## config.mk

```make
export PLATFORM = sky130hd
export DESIGN_NAME = apb_cmd_master
export DESIGN_NICKNAME = d
export VERILOG_FILES = /design/src/rtl/apb_cmd_master.sv
export SDC_FILE = /design/constraint.sdc
export NUM_CORES = 1
export LEC_CHECK = 0
export CAP_MARGIN = 30
export CORE_MARGIN = 3
export CORE_UTILIZATION = 47
export DETAILED_ROUTE_END_ITERATION = 12
export PLACE_DENSITY = 0.85
export REMOVE_ABC_BUFFERS = 1
export SLEW_MARGIN = 20
export SYNTH_ARGS = -nofsm -noshare
export SYNTH_HDL_FRONTEND = slang
export SYNTH_SLANG_ARGS = --single-unit
```

## constraint.sdc

```tcl
create_clock -name PCLK -period 2.83 [get_ports PCLK]
set_clock_uncertainty 0.1 [all_clocks]
set_input_delay 0.283 -clock PCLK [delete_from_list [all_inputs] [get_ports PCLK]]
set_output_delay 0.283 -clock PCLK [all_outputs]
set_load 0.02 [all_outputs]
```

## src/rtl/apb_cmd_master.sv

```systemverilog
// Command-to-APB bridge: accepts one read/write command at a time, runs the
// SETUP/ACCESS handshake, and returns a one-cycle response with optional timeout.
module apb_cmd_master #(
    parameter int unsigned ADDR_WIDTH = 8,
    parameter int unsigned DATA_WIDTH = 8,
    parameter int unsigned TIMEOUT    = 16
) (
    input  logic                  PCLK,
    input  logic                  PRESET,
    input  logic                  cmd_valid,
    output logic                  cmd_ready,
    input  logic                  cmd_write,
    input  logic [ADDR_WIDTH-1:0] cmd_addr,
    input  logic [DATA_WIDTH-1:0] cmd_wdata,
    output logic                  rsp_valid,
    output logic [DATA_WIDTH-1:0] rsp_rdata,
    output logic                  rsp_err,
    output logic                  rsp_timeout,
    output logic                  PSEL,
    output logic                  PENABLE,
    output logic                  PWRITE,
    output logic [ADDR_WIDTH-1:0] PADDR,
    output logic [DATA_WIDTH-1:0] PWDATA,
    input  logic [DATA_WIDTH-1:0] PRDATA,
    input  logic                  PREADY,
    input  logic                  PSLVERR
);

    localparam int unsigned CNT_W = (TIMEOUT == 0) ? 1 : $clog2(TIMEOUT + 1);
    // Count value held during the last permitted wait cycle
    localparam logic [CNT_W-1:0] CNT_LAST = CNT_W'((TIMEOUT == 0) ? 0 : TIMEOUT - 1);

    typedef enum logic [1:0] {
        ST_IDLE,
        ST_SETUP,
        ST_ACCESS
    } state_t;

    state_t                  state_q;
    logic [CNT_W-1:0]        wait_q;
    logic                    cmd_ready_q;
    logic                    rsp_valid_q;
    logic [DATA_WIDTH-1:0]   rsp_rdata_q;
    logic                    rsp_err_q;
    logic                    rsp_timeout_q;
    logic                    psel_q;
    logic                    penable_q;
    logic                    pwrite_q;
    logic [ADDR_WIDTH-1:0]   paddr_q;
    logic [DATA_WIDTH-1:0]   pwdata_q;

    always_ff @(posedge PCLK or posedge PRESET) begin
        if (PRESET) begin
            state_q       <= ST_IDLE;
            wait_q        <= '0;
            cmd_ready_q   <= 1'b0;
            rsp_valid_q   <= 1'b0;
            rsp_rdata_q   <= '0;
            rsp_err_q     <= 1'b0;
            rsp_timeout_q <= 1'b0;
            psel_q        <= 1'b0;
            penable_q     <= 1'b0;
            pwrite_q      <= 1'b0;
            paddr_q       <= '0;
            pwdata_q      <= '0;
        end else begin
            rsp_valid_q   <= 1'b0;
            rsp_err_q     <= 1'b0;
            rsp_timeout_q <= 1'b0;
            case (state_q)
                ST_IDLE: begin
                    if (cmd_valid && cmd_ready_q) begin
                        state_q     <= ST_SETUP;
                        cmd_ready_q <= 1'b0;
                        psel_q      <= 1'b1;
                        pwrite_q    <= cmd_write;
                        paddr_q     <= cmd_addr;
                        pwdata_q    <= cmd_write ? cmd_wdata : '0;
                    end else begin
                        cmd_ready_q <= 1'b1;
                    end
                end
                ST_SETUP: begin
                    state_q   <= ST_ACCESS;
                    penable_q <= 1'b1;
                    wait_q    <= '0;
                end
                ST_ACCESS: begin
                    if (PREADY) begin
                        state_q     <= ST_IDLE;
                        cmd_ready_q <= 1'b1;
                        psel_q      <= 1'b0;
                        penable_q   <= 1'b0;
                        rsp_valid_q <= 1'b1;
                        rsp_err_q   <= PSLVERR;
                        if (!pwrite_q) begin
                            rsp_rdata_q <= PRDATA;
                        end
                    end else if ((TIMEOUT != 0) && (wait_q == CNT_LAST)) begin
                        state_q       <= ST_IDLE;
                        cmd_ready_q   <= 1'b1;
                        psel_q        <= 1'b0;
                        penable_q     <= 1'b0;
                        rsp_valid_q   <= 1'b1;
                        rsp_err_q     <= 1'b1;
                        rsp_timeout_q <= 1'b1;
                    end else if (wait_q != '1) begin
                        // Saturate rather than wrap when timeout is disabled
                        wait_q <= wait_q + CNT_W'(1);
                    end
                end
                default: begin
                    state_q <= ST_IDLE;
                end
            endcase
        end
    end

    assign cmd_ready   = cmd_ready_q;
    assign rsp_valid   = rsp_valid_q;
    assign rsp_rdata   = rsp_rdata_q;
    assign rsp_err     = rsp_err_q;
    assign rsp_timeout = rsp_timeout_q;
    assign PSEL        = psel_q;
    assign PENABLE     = penable_q;
    assign PWRITE      = pwrite_q;
    assign PADDR       = paddr_q;
    assign PWDATA      = pwdata_q;

endmodule

```

# == Word level (Yosys, flattened, before mapping) ==
# Cells that the tools add are included.
# word_totals
register_bits,38
out_inout_bits,31
word_cells,59
# classes
n_addsub,1
eq_ne,9
mux,25
bitwise,1
n_reduce_logical,11
# ops
cell,n
$mux 5,3
$mux 1,13
$pmux 5 s2,1
$mux 8,1
$ne 2x2->1 const B,4
$reduce_and 2->1,4
$mux 2,3
$pmux 1 s2,3
$pmux 2 s3,1
$reduce_and 3->1,2
$add 5x1->5 const B,1
$eq 5x4->1 const B,1
$ne 5x5->1 const B,1
$reduce_and 4->1,1
$reduce_bool 2->1,2
$ne 3x3->1 const B,1
$eq 2x1->1 const B,1
$eq 2x2->1 const B,1
$logic_not 2->1,1
$logic_and 1x1->1,1
$not 1->1,1

# == Logic depth before layout (Yosys ltp) ==
# logic_depth
ltp_word,5
ltp_mapped,6

# == Worst setup path before layout ==
# No wires, ideal clock.
# synth_timing
path_kind,register -> register
from,reg wait_q[0]
to,reg wait_q[3]
setup_time_ns,0.126
t_arrival_ns,1.723
required_ns,2.604
slack_ns,0.881
path_stages_with_launch,7
path_buffers,0
path_cell_list,dfrtp_1 -> ha_1 -> and3_1 -> ha_1 -> nor3_2 -> nand2_1 -> a311o_1
# synth_via
elab_chain_len,5
# synth_lines
item,line,text
from (decl),40,logic [CNT_W-1:0] wait_q;
from (signal assigned),109,wait_q <= wait_q + CNT_W'(1);
$add 5x1->5,109,
$mux 5,107,end else if (wait_q != '1) begin
$mux 5,99,end else if ((TIMEOUT != 0) && (wait_q == CNT_LAST)) begin
$mux 5,89,if (PREADY) begin
$pmux 5 s2,70,case (state_q)
# Parallel ways exist; a longest one is shown, timed or not. The select of a mux whose other input is x is not followed.
# A chain may end at the register's enable or synchronous reset.

# == Final worst setup path ==
# Same ends and word-level chain as after synthesis.

==> metrics.cfg <==
[outcome]
status = complete, no violations

[cells_and_area]
fin_nets = 231
area.growth.synth_to_final_pct = 46.78
final_common_cell = clkdlybuf4s50_1
antenna_cells = 0
final_cell_mix = 60 x clkdlybuf4s50_1, 38 x dfrtp_1, 21 x nand2_1, 17 x mux2_2, 12 x o21ai_0
fin_util_pct = 74.96
drive_above_1_share_pct = 15.08

[critical_path]
cp_max_fo = 6
critPathArrivalTime_ps = 2350
cp.required_ps = 3010
crit_type = register to register
r2r_end = wait_q[3]$_DFFE_PP0P_
r2r_slack_ps = 660
crit_path_end_kind = register
r2r_cells = 6
r2r-start = wait_q[0]$_DFFE_PP0P_
worstSetupStartpointType = register

[floorplanning]
die_h_microns = 64.54
io_pins = 61
rows = 20
fp.dieW_microns = 64.54
core_sq_um = 3153
initial_utilization_pct = 51.07
die_area_sq_um = 4165

[logic_synthesis]
synth_fa_ha_area_share_pct = 2.331
seq_area_frac_synth_pct = 59.05
yosys_warnings = 0
synth-simple-area-share_pct = 14.53
ys_ff_latch = 38
synthCells = 135
synthesis.area_per_instance_sq_um = 11.93
syn_area_sq_um = 1610
synth_top_family_by_area = simple AND/OR/NAND/NOR gates
synth.distinct_cells = 33
synth_compound_area_share_pct = 8.625
synth.area.mux_share_pct = 12.51
synth_xor_area_share_pct = 0

[power_and_ir_drop]
powerDensity_nw_per_um2 = 1073
p_seq_share_pct = 37.3
comb_power_share_pct = 43.9
switching_power_mw = 0.8810
ir_drop_uv = 542.7
p_int_mw = 1.654
clkPwrFrac_pct = 18.8
p_leak_nw = 1.024
power.share.switching_pct = 34.75

[clock_network]
cts-hold-fix-buffers = 0
cts_setup_buffers = 0
ctsLongestPathBuffers = 2
insertion_delay_ps = 350
cts_tree = yes
cts_inserted_buffers = 5
ctsResizeCount = 0
cts.htree.levels = 2
root_buffer = clkbuf_4
clk_pin_slew_ps = 120
cts.sinks = 38

[grt]
antenna_found_initial = 0
grt_first_pass_wirelength_mm = 6.313
grt.overflow.total = 0
track_usage_pct = 20.12
first_global_vias = 1336
grt_start_max_net_pins = 39

[detailed_routing]
drtIter0Drc = 64
wirelength_mm = 3.691
wl_per_cell_microns = 15.19
drt-pass1-iter-count = 4
num_vias = 1247
drtAntennaViolNets = 0
via_per_inst = 5.132
drc = 0

[timing]
finalHoldViolCount = 0
fin_tns_setup_ps = 0
relSlewSlack_pct = 68.40
rsz0062_at_grt = no
slew_viol_final = 0
post-route-period-util_pct = 76.67
min_period_ps = 2170
final-setup-viol-count = 0
fmax_mhz = 460.9
worstMarginPinSlew_ps = 474.0
finalWorstSetupSlack_ps = 660.4

[placed_design]
gp_congestion = 0.7413
dp_hpwl_mm = 2.748
io_buffers = 60
pre_cts_slack_ps = 675.2

[flow_run]
drv_cap = 0

[hold_path]
hold_class = input port to asynchronous set/reset pin

==> cells by family after synthesis <==
group,after synthesis
AO/OA/AOI/OAI,23
multiplexers,18
adder cells (fa/ha/maj),3
flip-flops,38
buffers and inverters,11
AND/OR/NAND/NOR,42
==> cell type report <==
type                            count  area (sq um)
Clock buffer                        6         51.30
Clock inverter                      2         60.06
Fill cell                         230         789.5
Tap cell                           44         55.05
Timing Repair Buffer               62         615.6
Inverter                            5         18.77
Multi-Input combinational cell     86         611.8
Sequential cell                    38         950.9
==> synthesized netlist by cell type <==
cell type | instances | area share (%)
nor3_1 | 1 | 0.31
clkbuf_1 | 2 | 0.47
o31ai_1 | 1 | 0.47
nand2b_1 | 2 | 0.78
buf_1 | 1 | 0.23
and3b_1 | 1 | 0.54
buf_2 | 2 | 0.62
buf_4 | 1 | 0.47
a311o_1 | 1 | 0.62
mux2i_1 | 1 | 0.62
nand4bb_1 | 1 | 0.70
nor3b_1 | 1 | 0.47
o41a_1 | 1 | 0.70
dfrtp_1 | 38 | 59
inv_1 | 5 | 1.2
nor3_2 | 1 | 0.62
o21a_1 | 1 | 0.47
nand2b_2 | 1 | 0.54
a31oi_1 | 2 | 0.78
nand3_1 | 1 | 0.31
nor4_1 | 1 | 0.39
o21ai_0 | 12 | 3.7
a21oi_1 | 3 | 0.93
nor4bb_1 | 1 | 0.62
nor2b_1 | 5 | 1.9
o22ai_1 | 1 | 0.39
nand2_1 | 21 | 4.9
nor3b_4 | 1 | 1.2
and3_1 | 2 | 0.78
nor2_1 | 2 | 0.47
mux2_2 | 17 | 12
a2bb2oi_1 | 1 | 0.54
ha_1 | 3 | 2.3
==> how the worst max path moves through the flow <==
stage,cells past startpoint,startpoint,endpoint,slack (ps)
floorplan,2,state_q[1]$_DFFE_PP0P_,PADDR[0]$_DFFE_PP0P_,830
global placement,6,wait_q[0]$_DFFE_PP0P_,wait_q[3]$_DFFE_PP0P_,810
detailed placement,6,wait_q[0]$_DFFE_PP0P_,wait_q[3]$_DFFE_PP0P_,680
CTS,6,wait_q[0]$_DFFE_PP0P_,wait_q[3]$_DFFE_PP0P_,640
global route,6,wait_q[0]$_DFFE_PP0P_,wait_q[3]$_DFFE_PP0P_,540
finish,6,wait_q[0]$_DFFE_PP0P_,wait_q[3]$_DFFE_PP0P_,660
==> power by group through the flow <==
stage | logic, mW | registers, mW | clock network [mW]
2_1_floorplan | 0.322 | 1.18 | 0
6_report | 1.11 | 0.945 | 0.477
3_3_place_gp | 1.10 | 0.933 | 0
4_1_cts | 1.13 | 0.947 | 0.486
5_1_grt | 1.19 | 0.984 | 0.510
3_5_place_dp | 1.12 | 0.954 | 0
==> per-stage QoR <==
step           power, mW  hold slack (ps)  instances  cell area (sq um)
2_1_floorplan      1.502            253.3        129               1582
3_3_place_gp       2.029            361.1        235               2252
3_5_place_dp       2.077            376.5        235               2252
4_1_cts            2.563            239.6        243               2364
5_1_grt            2.683            257.9        243               2364
6_report           2.535            230.9        243               2364
==> layer usage <==
metal	routed length [microns]	global-route usage [%]	vias up
met3	254	8.146	9
met2	1929	33.12	55
li1	-	-	588
met4	111	9.499	0
met5	0	0	-
met1	1396	22.73	595
==> sequential cells by signal (all words and copies together), names as in the netlist <==
register     count
PADDR            8
PENABLE          1
PSEL             1
PWDATA           8
PWRITE           1
cmd_ready        1
rsp_err          1
rsp_rdata        8
rsp_timeout      1
rsp_valid        1
state_q          2
wait_q           5
==> critical path: stages (launching register included) <==
cell and delay (ps):
dfrtp_1 440, ha_1 230, and3_1 210, ha_1 260
nor3_2 350, nor4bb_1 340, a311o_1 170
(Power assumes the default switching activity.)
